--- config.mk ---
export PLATFORM = sky130hd
export DESIGN_NAME = serial_word_scheduler_flat
export DESIGN_NICKNAME = d
export VERILOG_FILES = /design/src/rtl/serial_word_scheduler_if.sv /design/src/rtl/serial_word_scheduler.sv /design/src/flat_wrapper.sv
export SDC_FILE = /design/constraint.sdc
export NUM_CORES = 1
export LEC_CHECK = 0
export ABC_CLOCK_PERIOD_IN_PS = 2000
export BUFFER_PORTS_ARGS = -buffer_cell sky130_fd_sc_hd__buf_4
export CAP_MARGIN = 20
export CORE_MARGIN = 3
export CORE_UTILIZATION = 40
export CTS_BUF_LIST = sky130_fd_sc_hd__clkbuf_16
export DETAILED_ROUTE_END_ITERATION = 12
export HOLD_SLACK_MARGIN = 0.03
export PLACE_DENSITY = 0.73
export SKIP_LAST_GASP = 1
export SLEW_MARGIN = 25
export SYNTH_ARGS = -nofsm -noshare
export SYNTH_HDL_FRONTEND = slang
export SYNTH_SLANG_ARGS = --single-unit
--- constraint.sdc ---
create_clock -name clk -period 2 [get_ports clk]
set_clock_uncertainty 0.15 [all_clocks]
set_input_delay 0.1 -clock clk [delete_from_list [all_inputs] [get_ports clk]]
set_output_delay 0.1 -clock clk [all_outputs]
set_load 0.02 [all_outputs]
--- src/rtl/serial_word_scheduler_if.sv ---
// Bundle between the requesters / SerialCTL side and the serial word scheduler.
// The scheduler is the slave; the environment (requesters plus SerialCTL done
// flag) is the master.
interface serial_word_scheduler_if #(
    parameter int NREQ = 4,
    parameter int DW   = 32
);
    localparam int IW = (NREQ > 1) ? $clog2(NREQ) : 1;

    logic [NREQ-1:0]    req;
    logic [NREQ*DW-1:0] req_data;
    logic [NREQ-1:0]    ack;
    logic               err;
    logic               start;
    logic [DW-1:0]      data;
    logic               done_flag;
    logic               busy;
    logic [IW-1:0]      grant_idx;

    modport master (
        output req, req_data, done_flag,
        input  ack, err, start, data, busy, grant_idx
    );

    modport slave (
        input  req, req_data, done_flag,
        output ack, err, start, data, busy, grant_idx
    );
endinterface

--- src/rtl/serial_word_scheduler.sv ---
// Round-robin scheduler sharing one SerialCTL shifter among NREQ requesters.
// Grants one requester, presents its word on data, holds start for START_CYC
// cycles, then waits for a done_flag rising edge (or a timeout) and acks the
// requester with err flagging the timeout case.
module serial_word_scheduler #(
    parameter int NREQ      = 4,
    parameter int DW        = 32,
    parameter int START_CYC = 2,
    parameter int TIMEOUT   = 4095
) (
    input  logic                  clk,
    input  logic                  rst_n,
    serial_word_scheduler_if.slave bus
);
    localparam int IW  = $clog2(NREQ);
    localparam int SCW = (START_CYC > 1) ? $clog2(START_CYC) : 1;
    localparam int TW  = $clog2(TIMEOUT + 1);

    typedef enum logic [1:0] {
        S_IDLE,
        S_LAUNCH,
        S_WAIT,
        S_ACK
    } state_t;

    state_t          state_q;
    logic [IW-1:0]   ptr_q;
    logic [IW-1:0]   grant_q;
    logic [DW-1:0]   data_q;
    logic            start_q;
    logic [NREQ-1:0] ack_q;
    logic            err_q;
    logic            busy_q;
    logic            done_q;
    logic            sticky_q;
    logic [SCW-1:0]  lcnt_q;
    logic [TW-1:0]   wcnt_q;

    logic [IW-1:0]   pick_d;
    logic            pick_vld_d;
    logic            rise_d;

    // Round-robin pick: first set request searching upward from ptr+1 with wrap.
    // The loop runs from the farthest candidate down so the nearest one wins.
    always_comb begin
        pick_d     = '0;
        pick_vld_d = 1'b0;
        for (int k = NREQ; k >= 1; k--) begin
            if (bus.req[(int'(ptr_q) + k) % NREQ]) begin
                pick_vld_d = 1'b1;
                pick_d     = IW'((int'(ptr_q) + k) % NREQ);
            end
        end
    end

    assign rise_d = bus.done_flag & ~done_q;

    // Transfer FSM with registered outputs; done edge is tracked from the first
    // launch cycle so an early completion is not lost.
    always_ff @(posedge clk or negedge rst_n) begin
        if (!rst_n) begin
            state_q  <= S_IDLE;
            ptr_q    <= IW'(NREQ - 1);
            grant_q  <= '0;
            data_q   <= '0;
            start_q  <= 1'b0;
            ack_q    <= '0;
            err_q    <= 1'b0;
            busy_q   <= 1'b0;
            done_q   <= 1'b0;
            sticky_q <= 1'b0;
            lcnt_q   <= '0;
            wcnt_q   <= '0;
        end else begin
            done_q <= bus.done_flag;
            ack_q  <= '0;
            err_q  <= 1'b0;
            case (state_q)
                S_IDLE: begin
                    if (pick_vld_d) begin
                        grant_q  <= pick_d;
                        data_q   <= bus.req_data[pick_d*DW +: DW];
                        start_q  <= 1'b1;
                        busy_q   <= 1'b1;
                        sticky_q <= 1'b0;
                        lcnt_q   <= '0;
                        state_q  <= S_LAUNCH;
                    end
                end
                S_LAUNCH: begin
                    if (rise_d) begin
                        sticky_q <= 1'b1;
                    end
                    if (lcnt_q == SCW'(START_CYC - 1)) begin
                        start_q <= 1'b0;
                        wcnt_q  <= '0;
                        state_q <= S_WAIT;
                    end else begin
                        lcnt_q <= lcnt_q + SCW'(1);
                    end
                end
                S_WAIT: begin
                    // Completion takes precedence over a simultaneous timeout.
                    if (sticky_q || rise_d) begin
                        ack_q   <= NREQ'(1) << grant_q;
                        err_q   <= 1'b0;
                        state_q <= S_ACK;
                    end else if (wcnt_q == TW'(TIMEOUT)) begin
                        ack_q   <= NREQ'(1) << grant_q;
                        err_q   <= 1'b1;
                        state_q <= S_ACK;
                    end else begin
                        wcnt_q <= wcnt_q + TW'(1);
                    end
                end
                S_ACK: begin
                    ptr_q   <= grant_q;
                    busy_q  <= 1'b0;
                    state_q <= S_IDLE;
                end
                default: begin
                    state_q <= S_IDLE;
                end
            endcase
        end
    end

    assign bus.ack       = ack_q;
    assign bus.err       = err_q;
    assign bus.start     = start_q;
    assign bus.data      = data_q;
    assign bus.busy      = busy_q;
    assign bus.grant_idx = grant_q;
endmodule

--- src/flat_wrapper.sv ---
// flat-port wrapper written by rule: the top's interface ports become plain ports
module serial_word_scheduler_flat 
#(
    parameter int NREQ      = 4,
    parameter int DW        = 32,
    parameter int START_CYC = 2,
    parameter int TIMEOUT   = 4095
)
  (clk, rst_n, bus_req, bus_req_data, bus_done_flag, bus_ack, bus_err, bus_start, bus_data, bus_busy, bus_grant_idx);
  serial_word_scheduler_if #(.NREQ(NREQ), .DW(DW)) bus_i ();
  input  logic clk;
  input  logic rst_n;
  input wire logic [$bits(bus_i.req)-1:0] bus_req;
  input wire logic [$bits(bus_i.req_data)-1:0] bus_req_data;
  input wire logic [$bits(bus_i.done_flag)-1:0] bus_done_flag;
  output wire logic [$bits(bus_i.ack)-1:0] bus_ack;
  output wire logic [$bits(bus_i.err)-1:0] bus_err;
  output wire logic [$bits(bus_i.start)-1:0] bus_start;
  output wire logic [$bits(bus_i.data)-1:0] bus_data;
  output wire logic [$bits(bus_i.busy)-1:0] bus_busy;
  output wire logic [$bits(bus_i.grant_idx)-1:0] bus_grant_idx;
  assign bus_i.req = bus_req;
  assign bus_i.req_data = bus_req_data;
  assign bus_i.done_flag = bus_done_flag;
  assign bus_ack = bus_i.ack;
  assign bus_err = bus_i.err;
  assign bus_start = bus_i.start;
  assign bus_data = bus_i.data;
  assign bus_busy = bus_i.busy;
  assign bus_grant_idx = bus_i.grant_idx;
  serial_word_scheduler #(.NREQ(NREQ), .DW(DW), .START_CYC(START_CYC), .TIMEOUT(TIMEOUT)) u_core (.clk(clk), .rst_n(rst_n), .bus(bus_i));
endmodule
==> results of run 1 <==
==> stage by stage <==
step                setup WS, ps  hold slack, ps   util
detailed placement         -64.8            71.8  0.602
floorplan                   70.9            -346      -
global placement           -35.5            67.5  0.602
==> cell families after synthesis <==
group / count (synthesis)
xor gates and xnor gates: 5
DFF: 60
muxes: 66
AOI/OAI and AO/OA: 63
buffers and inverters: 26
adders and majority gates: 5
and+or+nand+nor: 103
==> results.py, run 1 <==
metrics = {
    "cts": {
        "ctsResizeCount": 8,
        "cts_setup_buffers": 5,
        "clockBufferDepth": 2,
        "clock_sinks": 60,
        "root_buffer": "clkbuf_16",
        "ctsHtreeMaxLevel": 3,
        "numCtsBuffers": 9,
        "cts_hold_buffers": 130,
    },
    "yosys": {
        "synth.avg_cell_area_um2": 11.4,
        "netlist_area_um2": 3730,
        "ys_warn_count": 0,
        "ys.flop_type": "dfrtp_1",
        "synth_commonest_cells": "64 x mux2i_1, 58 x dfrtp_1, 47 x nand2_1",
        "synth_top_family_by_area": "compound AO/OA/AOI/OAI gates",
        "synth_edf_count": 0,
        "synth_compound_area_frac": 0.181,
        "synth_top_cell_by_area": "dfrtp_1",
        "synth-xor-area-share": 0.0118,
        "synthArstFlopShare": 1.00,
        "yosysUniqueCellTypes": 53,
        "synth.area.top_cells": "dfrtp_1 39%, mux2i_1 17%, o221ai_2 12%, nand2_1 4.7%, ha_1 1.7%",
        "synth_top_area_share": 0.390,
        "synth_seq_cells": 60,
        "synth_most_common_cell": "mux2i_1",
        "yosysSeqAreaShare": 0.404,
        "syn_inst": 328,
        "synth_mux_area_frac": 0.178,
        "syn-num-nets": 468,
        "synth-simple-area-share": 0.154,
        "synth-adder-area-share": 0.0168,
    },
    "floorplanning": {
        "rows": 34,
        "die_y_um": 103,
        "initial_utilization": 0.419,
        "die_x_um": 103,
        "ios": 176,
    },
    "status": {
        "lastStage": "clock tree synthesis (4_1_cts)",
        "status": "aborted with a tool error",
        "error": "[ERROR RSZ-0060] Max buffer count reached.",
    },
    "place": {
        "io_buffers": 175,
        "place_hpwl_um": 8600,
        "postPlaceCellArea_um2": 5350,
        "placedCellCount": 623,
        "gp_congestion": 0.805,
    },
}
==> run 2: changes to the inputs <==
--- a/config.mk
+++ b/config.mk
@@ -5,15 +5,13 @@
 export SDC_FILE = /design/constraint.sdc
 export NUM_CORES = 1
 export LEC_CHECK = 0
-export ABC_CLOCK_PERIOD_IN_PS = 2000
+export ABC_CLOCK_PERIOD_IN_PS = 2600
 export BUFFER_PORTS_ARGS = -buffer_cell sky130_fd_sc_hd__buf_4
 export CAP_MARGIN = 20
 export CORE_MARGIN = 3
-export CORE_UTILIZATION = 40
-export CTS_BUF_LIST = sky130_fd_sc_hd__clkbuf_16
+export CORE_UTILIZATION = 25
 export DETAILED_ROUTE_END_ITERATION = 12
-export HOLD_SLACK_MARGIN = 0.03
-export PLACE_DENSITY = 0.73
+export PLACE_DENSITY_LB_ADDON = 0.15
 export SKIP_LAST_GASP = 1
 export SLEW_MARGIN = 25
 export SYNTH_ARGS = -nofsm -noshare
==> constraint.sdc (replaced) <==
create_clock -name clk -period 2.6 [get_ports clk]
set_clock_uncertainty 0.15 [all_clocks]
set_input_delay 0.13 -clock clk [delete_from_list [all_inputs] [get_ports clk]]
set_output_delay 0.13 -clock clk [all_outputs]
set_load 0.02 [all_outputs]
==> run 2 against run 1 <==
Net effect:
- the flow now finishes without violations
- synthesized cell count stayed put
- area after synthesis is the same
==> results.py, run 2 <==
metrics = {
    "power_and_ir_drop": {
        "p_per_area_nw_per_um2": 936,
        "finalPower_w": 0.00624,
        "cellLeakagePower_nw": 3.11,
        "peakVddDrop_uv": 446,
    },
    "yosys": {
        "synth_seq_cells": 60,
        "synth_top_family_by_area": "compound AO/OA/AOI/OAI gates",
        "yosysUniqueCellTypes": 53,
        "synthArstFlopShare": 1.00,
        "synth_top_area_share": 0.390,
        "synth_edf_count": 0,
        "syn_inst": 328,
        "netlist_area_um2": 3730,
        "synth.area.top_cells": "dfrtp_1 39%, mux2i_1 17%, o221ai_2 12%, nand2_1 4.7%, ha_1 1.7%",
        "syn-num-nets": 468,
        "synth.avg_cell_area_um2": 11.4,
        "synth_compound_area_frac": 0.181,
        "ys_warn_count": 0,
        "yosysSeqAreaShare": 0.404,
        "synth_mux_area_frac": 0.178,
        "synth_most_common_cell": "mux2i_1",
        "synth-adder-area-share": 0.0168,
        "ys.flop_type": "dfrtp_1",
        "synth-simple-area-share": 0.154,
        "synth_top_cell_by_area": "dfrtp_1",
        "synth-xor-area-share": 0.0118,
        "synth_commonest_cells": "64 x mux2i_1, 58 x dfrtp_1, 47 x nand2_1",
    },
    "hold_path": {
        "worstHoldPathCells": 3,
        "holdPathEnd": "u_core.bus.data[4]",
        "hp-class": "input pin to register",
        "min_from": "bus_req_data[68]",
    },
    "cts": {
        "root_buffer": "clkbuf_16",
        "ctsHtreeMaxLevel": 3,
        "cts_setup_buffers": 0,
        "clock_sinks": 60,
        "cts_tree": "yes",
        "path_clk_slew_ps": 50,
        "ctsResizeCount": 0,
        "clk_latency_ps": 320,
        "clockBufferDepth": 2,
        "numCtsBuffers": 9,
        "cts_hold_buffers": 114,
    },
    "final_layout": {
        "area_growth_pct": 79.0,
        "fin_cells": 803,
        "finalInstanceArea_um2": 6670,
        "mostFrequentLayoutCell": "buf_4",
        "drive_gt1_frac": 0.395,
        "mostFrequentLayoutCells": "181 x buf_4, 114 x dlygate4sd3_1, 64 x mux2i_1",
        "nets": 757,
        "largest_reg_flops": 32,
    },
    "critical_path": {
        "critPathLaunchType": "register",
        "r2r_start": "u_core.ptr_q[0]",
        "reg2reg_slack_ps": 440,
        "cpMaxStageDelayCell": "dfstp_2",
        "arrival_ps": 2210,
        "critPathCaptureType": "register",
        "required_ps": 2640,
        "critPathKind": "register to register",
        "slowest_delay_ps": 530,
        "critical_path.cell_chain": "nand2b_1 -> a21oi_1 -> nor3_2 -> buf_12 -> mux2i_1 -> o221ai_2",
        "r2r_end": "u_core.bus.data[18]",
        "reg2reg_depth": 6,
        "cp_max_fo": 34,
    },
    "detailed_routing": {
        "drc": 0,
        "vias": 3759,
        "drt-vias-per-instance": 4.68,
        "dr.pass1.iters": 4,
        "initialDrtViolationCount": 126,
        "wl_um": 13500,
        "wl_per_cell_um": 16.8,
        "ant_nets": 0,
    },
    "place": {
        "gp_congestion": 0.813,
        "postPlaceCellArea_um2": 5190,
        "io_buffers": 175,
        "place_hpwl_um": 8810,
        "placedCellCount": 672,
    },
    "sta": {
        "min_period_over_period": 0.832,
        "hold_slack_ps": 16.6,
        "timing.fmax_mhz": 462,
        "drv_slew": 0,
        "worstMarginPinSlew_ps": 808,
        "hold_violations": 0,
        "setup_tns_ps": 0,
        "slew_headroom": 0.461,
        "min_period_ps": 2160,
        "rsz0062_at_grt": "false",
        "setup_viol": 0,
    },
    "grt": {
        "overflow": 0,
        "track_usage": 0.161,
        "antenna_found_initial": 0,
        "grt_max_degree": 61,
        "grt_pass1_vias": 4018,
        "grt_pass1_wl_um": 20700,
    },
    "flow_run": {
        "drv_cap": 0,
    },
    "floorplanning": {
        "core_um2": 14200,
        "rows": 43,
        "ios": 176,
        "initial_utilization": 0.262,
        "die_y_um": 128,
        "dieArea_um2": 16400,
        "die_x_um": 128,
    },
    "status": {
        "status": "finished, final reports clean",
    },
}
-- run 2: cell counts after synthesis --
Identical to the previous run, type by type.
-- run 2: layout make-up --
class	count	area, um^2
Sequential cell	60	1500
Fill cell	1305	7530
Clock inverter	5	100
Inverter	6	22.5
Tap cell	180	225
Clock buffer	11	233
Multi-Input combinational cell	242	2020
Antenna cell	1	2.50
Timing Repair Buffer	298	2560
-- run 2: cell families (layout without fill, tap and decap cells) --
logic type	after synthesis	in the layout
mux	66	66
compound gates	63	63
xor+xnor	5	5
flops	60	60
fa+ha+maj	5	5
other cells	0	1
buf+inv	26	320
simple gates	103	103
-- run 2: per-layer routing --
layer  GRT usage  vias to the layer above  routed length, um
met5           0                        -                  0
met4      0.0624                        0                320
met3      0.0408                       18                673
met2       0.303                      110               7320
met1       0.170                     1817               5150
li1            -                     1814                  -
-- run 2: stage by stage --
stage / utilization / setup WS [ps]
floorplan: - / 671
global placement: 0.366 / 483
detailed placement: 0.366 / 444
CTS: 0.470 / 428
global route: 0.470 / 321
finish: 0.470 / 438
-- run 2: power breakdown --
group          internal (W)  total, W  leakage (nW)  switching, W
clock network      0.000933   0.00135         0.163      0.000414
logic               0.00153   0.00326          2.19       0.00173
registers           0.00134   0.00164         0.755      0.000302
total               0.00379   0.00624          3.11       0.00245
-- run 2: worst max-delay path by stage --
stage	startpoint	end	slack (ps)	cells past startpoint
2_1_floorplan	u_core.state_q[0]	u_core.wcnt_q[9]	670	7
3_3_place_gp	u_core.ptr_q[0]	u_core.bus.data[8]	480	6
3_5_place_dp	u_core.state_q[0]	u_core.wcnt_q[9]	440	7
4_1_cts	u_core.ptr_q[0]	u_core.bus.data[26]	430	6
5_1_grt	u_core.state_q[0]	u_core.wcnt_q[9]	320	7
6_report	u_core.ptr_q[0]	u_core.bus.data[18]	440	6
-- run 2: critical path, delay by kind of cell, from the launching register on --
family                 cells  cell delay, ps
flip-flops                 1             530
AO/OA/AOI/OAI              2             220
buffers and inverters      1             300
AND/OR/NAND/NOR            2             480
multiplexers               1             330
Note: power is estimated with default switching activity, not from simulation.
==> run 3: changes to the inputs <==
--- a/config.mk
+++ b/config.mk
@@ -5,7 +5,8 @@
 export SDC_FILE = /design/constraint.sdc
 export NUM_CORES = 1
 export LEC_CHECK = 0
-export ABC_CLOCK_PERIOD_IN_PS = 2600
+export ABC_AREA = 1
+export ABC_CLOCK_PERIOD_IN_PS = 2220
 export BUFFER_PORTS_ARGS = -buffer_cell sky130_fd_sc_hd__buf_4
 export CAP_MARGIN = 20
 export CORE_MARGIN = 3
==> constraint.sdc (replaced) <==
create_clock -name clk -period 2.22 [get_ports clk]
set_clock_uncertainty 0.15 [all_clocks]
set_input_delay 0.111 -clock clk [delete_from_list [all_inputs] [get_ports clk]]
set_output_delay 0.111 -clock clk [all_outputs]
set_load 0.02 [all_outputs]
==> run 3 against run 2 <==
Net effect:
- combinational power grew to 2.7 times the previous value
- cell area is 11% higher
- the run now ends with hold timing, setup timing left
- hold slack got worse by 20 ps
- critical path depth is 8 higher
- area after synthesis up 9.4%
- core utilization decreased by 0.55 points
- largest power group unchanged
==> results.py, run 3 <==
metrics = {
    "yosys": {
        "yosysUniqueCellTypes": 34,
        "synth.area.top_cells": "dfrtp_1 36%, nand2_1 15%, nand3_1 15%, nor2_1 5.2%, inv_1 4.0%",
        "synth_top_area_share": 0.356,
        "netlist_area_um2": 4080,
        "synth_top_cell_by_area": "dfrtp_1",
        "synth_edf_count": 0,
        "synth_seq_cells": 60,
        "synth_most_common_cell": "nand2_1",
        "ys_warn_count": 0,
        "synth.avg_cell_area_um2": 6.90,
        "ys.flop_type": "dfrtp_1",
        "syn_inst": 591,
        "yosysSeqAreaShare": 0.369,
        "synth_commonest_cells": "167 x nand2_1, 121 x nand3_1, 58 x dfrtp_1",
        "syn-num-nets": 731,
        "synthArstFlopShare": 1.00,
    },
    "final_layout": {
        "nets": 1006,
        "drive_gt1_frac": 0.375,
        "mostFrequentLayoutCells": "193 x buf_4, 151 x nand2_1, 100 x nand3_1",
        "multi_input_area_um2": 2410,
        "mostFrequentLayoutCell": "buf_4",
        "largest_reg_flops": 32,
        "area_growth_pct": 81.6,
        "fin_cells": 1087,
        "regArea_um2": 1500,
        "antennaDiodeCount": 0,
        "utilization": 0.464,
        "fillers": 1579,
    },
    "sta": {
        "min_period_ps": 2280,
        "slew_headroom": 0.460,
        "worstMarginPinSlew_ps": 810,
        "hold_violations": 1,
        "worst_slack_ps": -59.3,
        "hold_slack_ps": -3.62,
        "rsz0062_at_grt": "true",
        "setup_viol": 25,
        "drv_slew": 0,
        "timing.fmax_mhz": 439,
        "min_period_over_period": 1.03,
    },
    "floorplanning": {
        "rows": 46,
        "core_um2": 15900,
        "die_x_um": 134,
        "ios": 176,
        "dieArea_um2": 17900,
        "die_y_um": 134,
        "initial_utilization": 0.256,
    },
    "status": {
        "failed_checks": "hold timing, setup timing",
        "status": "finished with violations",
    },
    "flow_run": {
        "drv_cap": 0,
    },
    "cts": {
        "numCtsBuffers": 9,
        "clockBufferDepth": 2,
        "ctsHtreeMaxLevel": 3,
        "cts_tree": "yes",
        "path_clk_slew_ps": 50,
        "clk_latency_ps": 320,
        "clock_sinks": 60,
        "root_buffer": "clkbuf_16",
    },
    "grt": {
        "grt_pass1_wl_um": 23500,
        "grt_max_degree": 61,
        "overflow": 0,
        "antenna_found_initial": 0,
        "track_usage": 0.162,
        "grt_pass1_vias": 4894,
    },
    "detailed_routing": {
        "vias": 4964,
        "drt-vias-per-instance": 4.57,
        "dr.pass1.iters": 5,
        "wl_per_cell_um": 15.7,
        "wl_um": 17000,
        "ant_nets": 0,
        "initialDrtViolationCount": 208,
        "drc": 0,
    },
    "critical_path": {
        "required_ps": 2280,
        "r2r_start": "u_core.ptr_q[0]",
        "arrival_ps": 2340,
        "crit_start": "u_core.ptr_q[0]",
        "critPathCaptureType": "register",
        "cp_max_fo": 5,
        "critPathKind": "register to register",
        "critPathLaunchType": "register",
    },
    "power_and_ir_drop": {
        "peakVddDrop_uv": 585,
        "cellLeakagePower_nw": 3.66,
        "p_per_area_nw_per_um2": 1590,
    },
    "place": {
        "gp_congestion": 0.815,
        "io_buffers": 175,
        "dp_slack_ps": 37.5,
        "place_hpwl_um": 10500,
        "placedCellCount": 974,
    },
    "hold_path": {
        "min_from": "bus_req_data[39]",
        "hp-class": "input pin to register",
    },
}
-- run 3: cell count changes after synthesis, moves of 7 or more --
cell      change
mux2i_1      -64
nor2_2       +10
o221ai_2     -30
nand2_1     +120
xor2_1       +10
buf_2        +11
nand3_1     +117
nand2b_1      -7
nor2_1       +47
or2_1         +8
nand2_2      +17
inv_1        +38
-- run 3: routing by layer --
metal / share of wire / track usage / vias to the layer above
met5: 0 / 0 / -
met4: 0.026 / 0.0703 / 0
met3: 0.057 / 0.0347 / 30
met2: 0.48 / 0.276 / 199
met1: 0.44 / 0.196 / 2300
li1: - / - / 2435
-- run 3: path summary, 6_finish.rpt --
| kind | end | slack [ps] | cells after the start |
|---|---|---|---|
| min | u_core.bus.data[7] | -4 | 5 |
| min in group asynchronous | u_core.bus.data[21] | 280 | 2 |
| min reg2reg | u_core.bus.data[29] | 330 | 2 |
| max in group asynchronous | u_core.bus.data[1] | 1090 | 2 |
| max reg2reg | u_core.bus.data[7] | -60 | 14 |
| max | u_core.bus.data[7] | -60 | 14 |
-- run 3: final cells by class --
class	count	share of cell area
clock buffers	14	0.0357
clock inverters	2	0.00135
inverters	52	0.0303
multi-input cells	448	0.326
flip-flops and latches	60	0.203
well taps	216	0.0365
repair buffers	294	0.366
repair inverters	1	0.00101
-- run 3: kinds of logic after synthesis --
family	after synthesis	synth area share
AND/OR/NAND/NOR	408	0.460
buffers and inverters	83	0.0991
flip-flops	60	0.369
AO/OA/AOI/OAI	25	0.0353
XOR/XNOR	10	0.0215
adder cells (fa/ha/maj)	5	0.0153
-- run 3: through the flow --
| step | instance area, um^2 | TNS, ps | power [W] |
|---|---|---|---|
| 6_report | 7400 | -806 | 0.0118 |
| 3_5_place_dp | 5740 | 0 | 0.00830 |
| 3_3_place_gp | 5740 | 0 | 0.00820 |
| 4_1_cts | 6740 | 0 | 0.00973 |
| 5_1_grt | 7400 | -5300 | 0.0127 |
| 2_1_floorplan | 4080 | 0 | 0.00607 |
-- run 3: repair_timing --
item                       4_1_cts  5_1_grt
resized for setup                0       71
hold endpoints to repair        91        0
buffers inserted                 0       11
hold buffers                    72        0
setup endpoints to repair        0       51
-- run 3: power by group --
part	leakage (nW)	switching, W	internal (W)
Combinational	2.79	0.00490	0.00374
Sequential	0.735	0.000294	0.00155
Clock	0.137	0.000476	0.000813
-- run 3: worst max-delay path: stages, from the launching register on --
cell and delay (ps):
dfstp_2 600, buf_6 150, nand2_4 50, o21ai_4 60, nand2_2 90, nand2_4 90
nor2_4 40, nand3b_4 80, nand2_4 70, buf_6 130, nor2_4 250, clkbuf_16 220
nand3_2 60, nand2_1 70, nor2_1 40
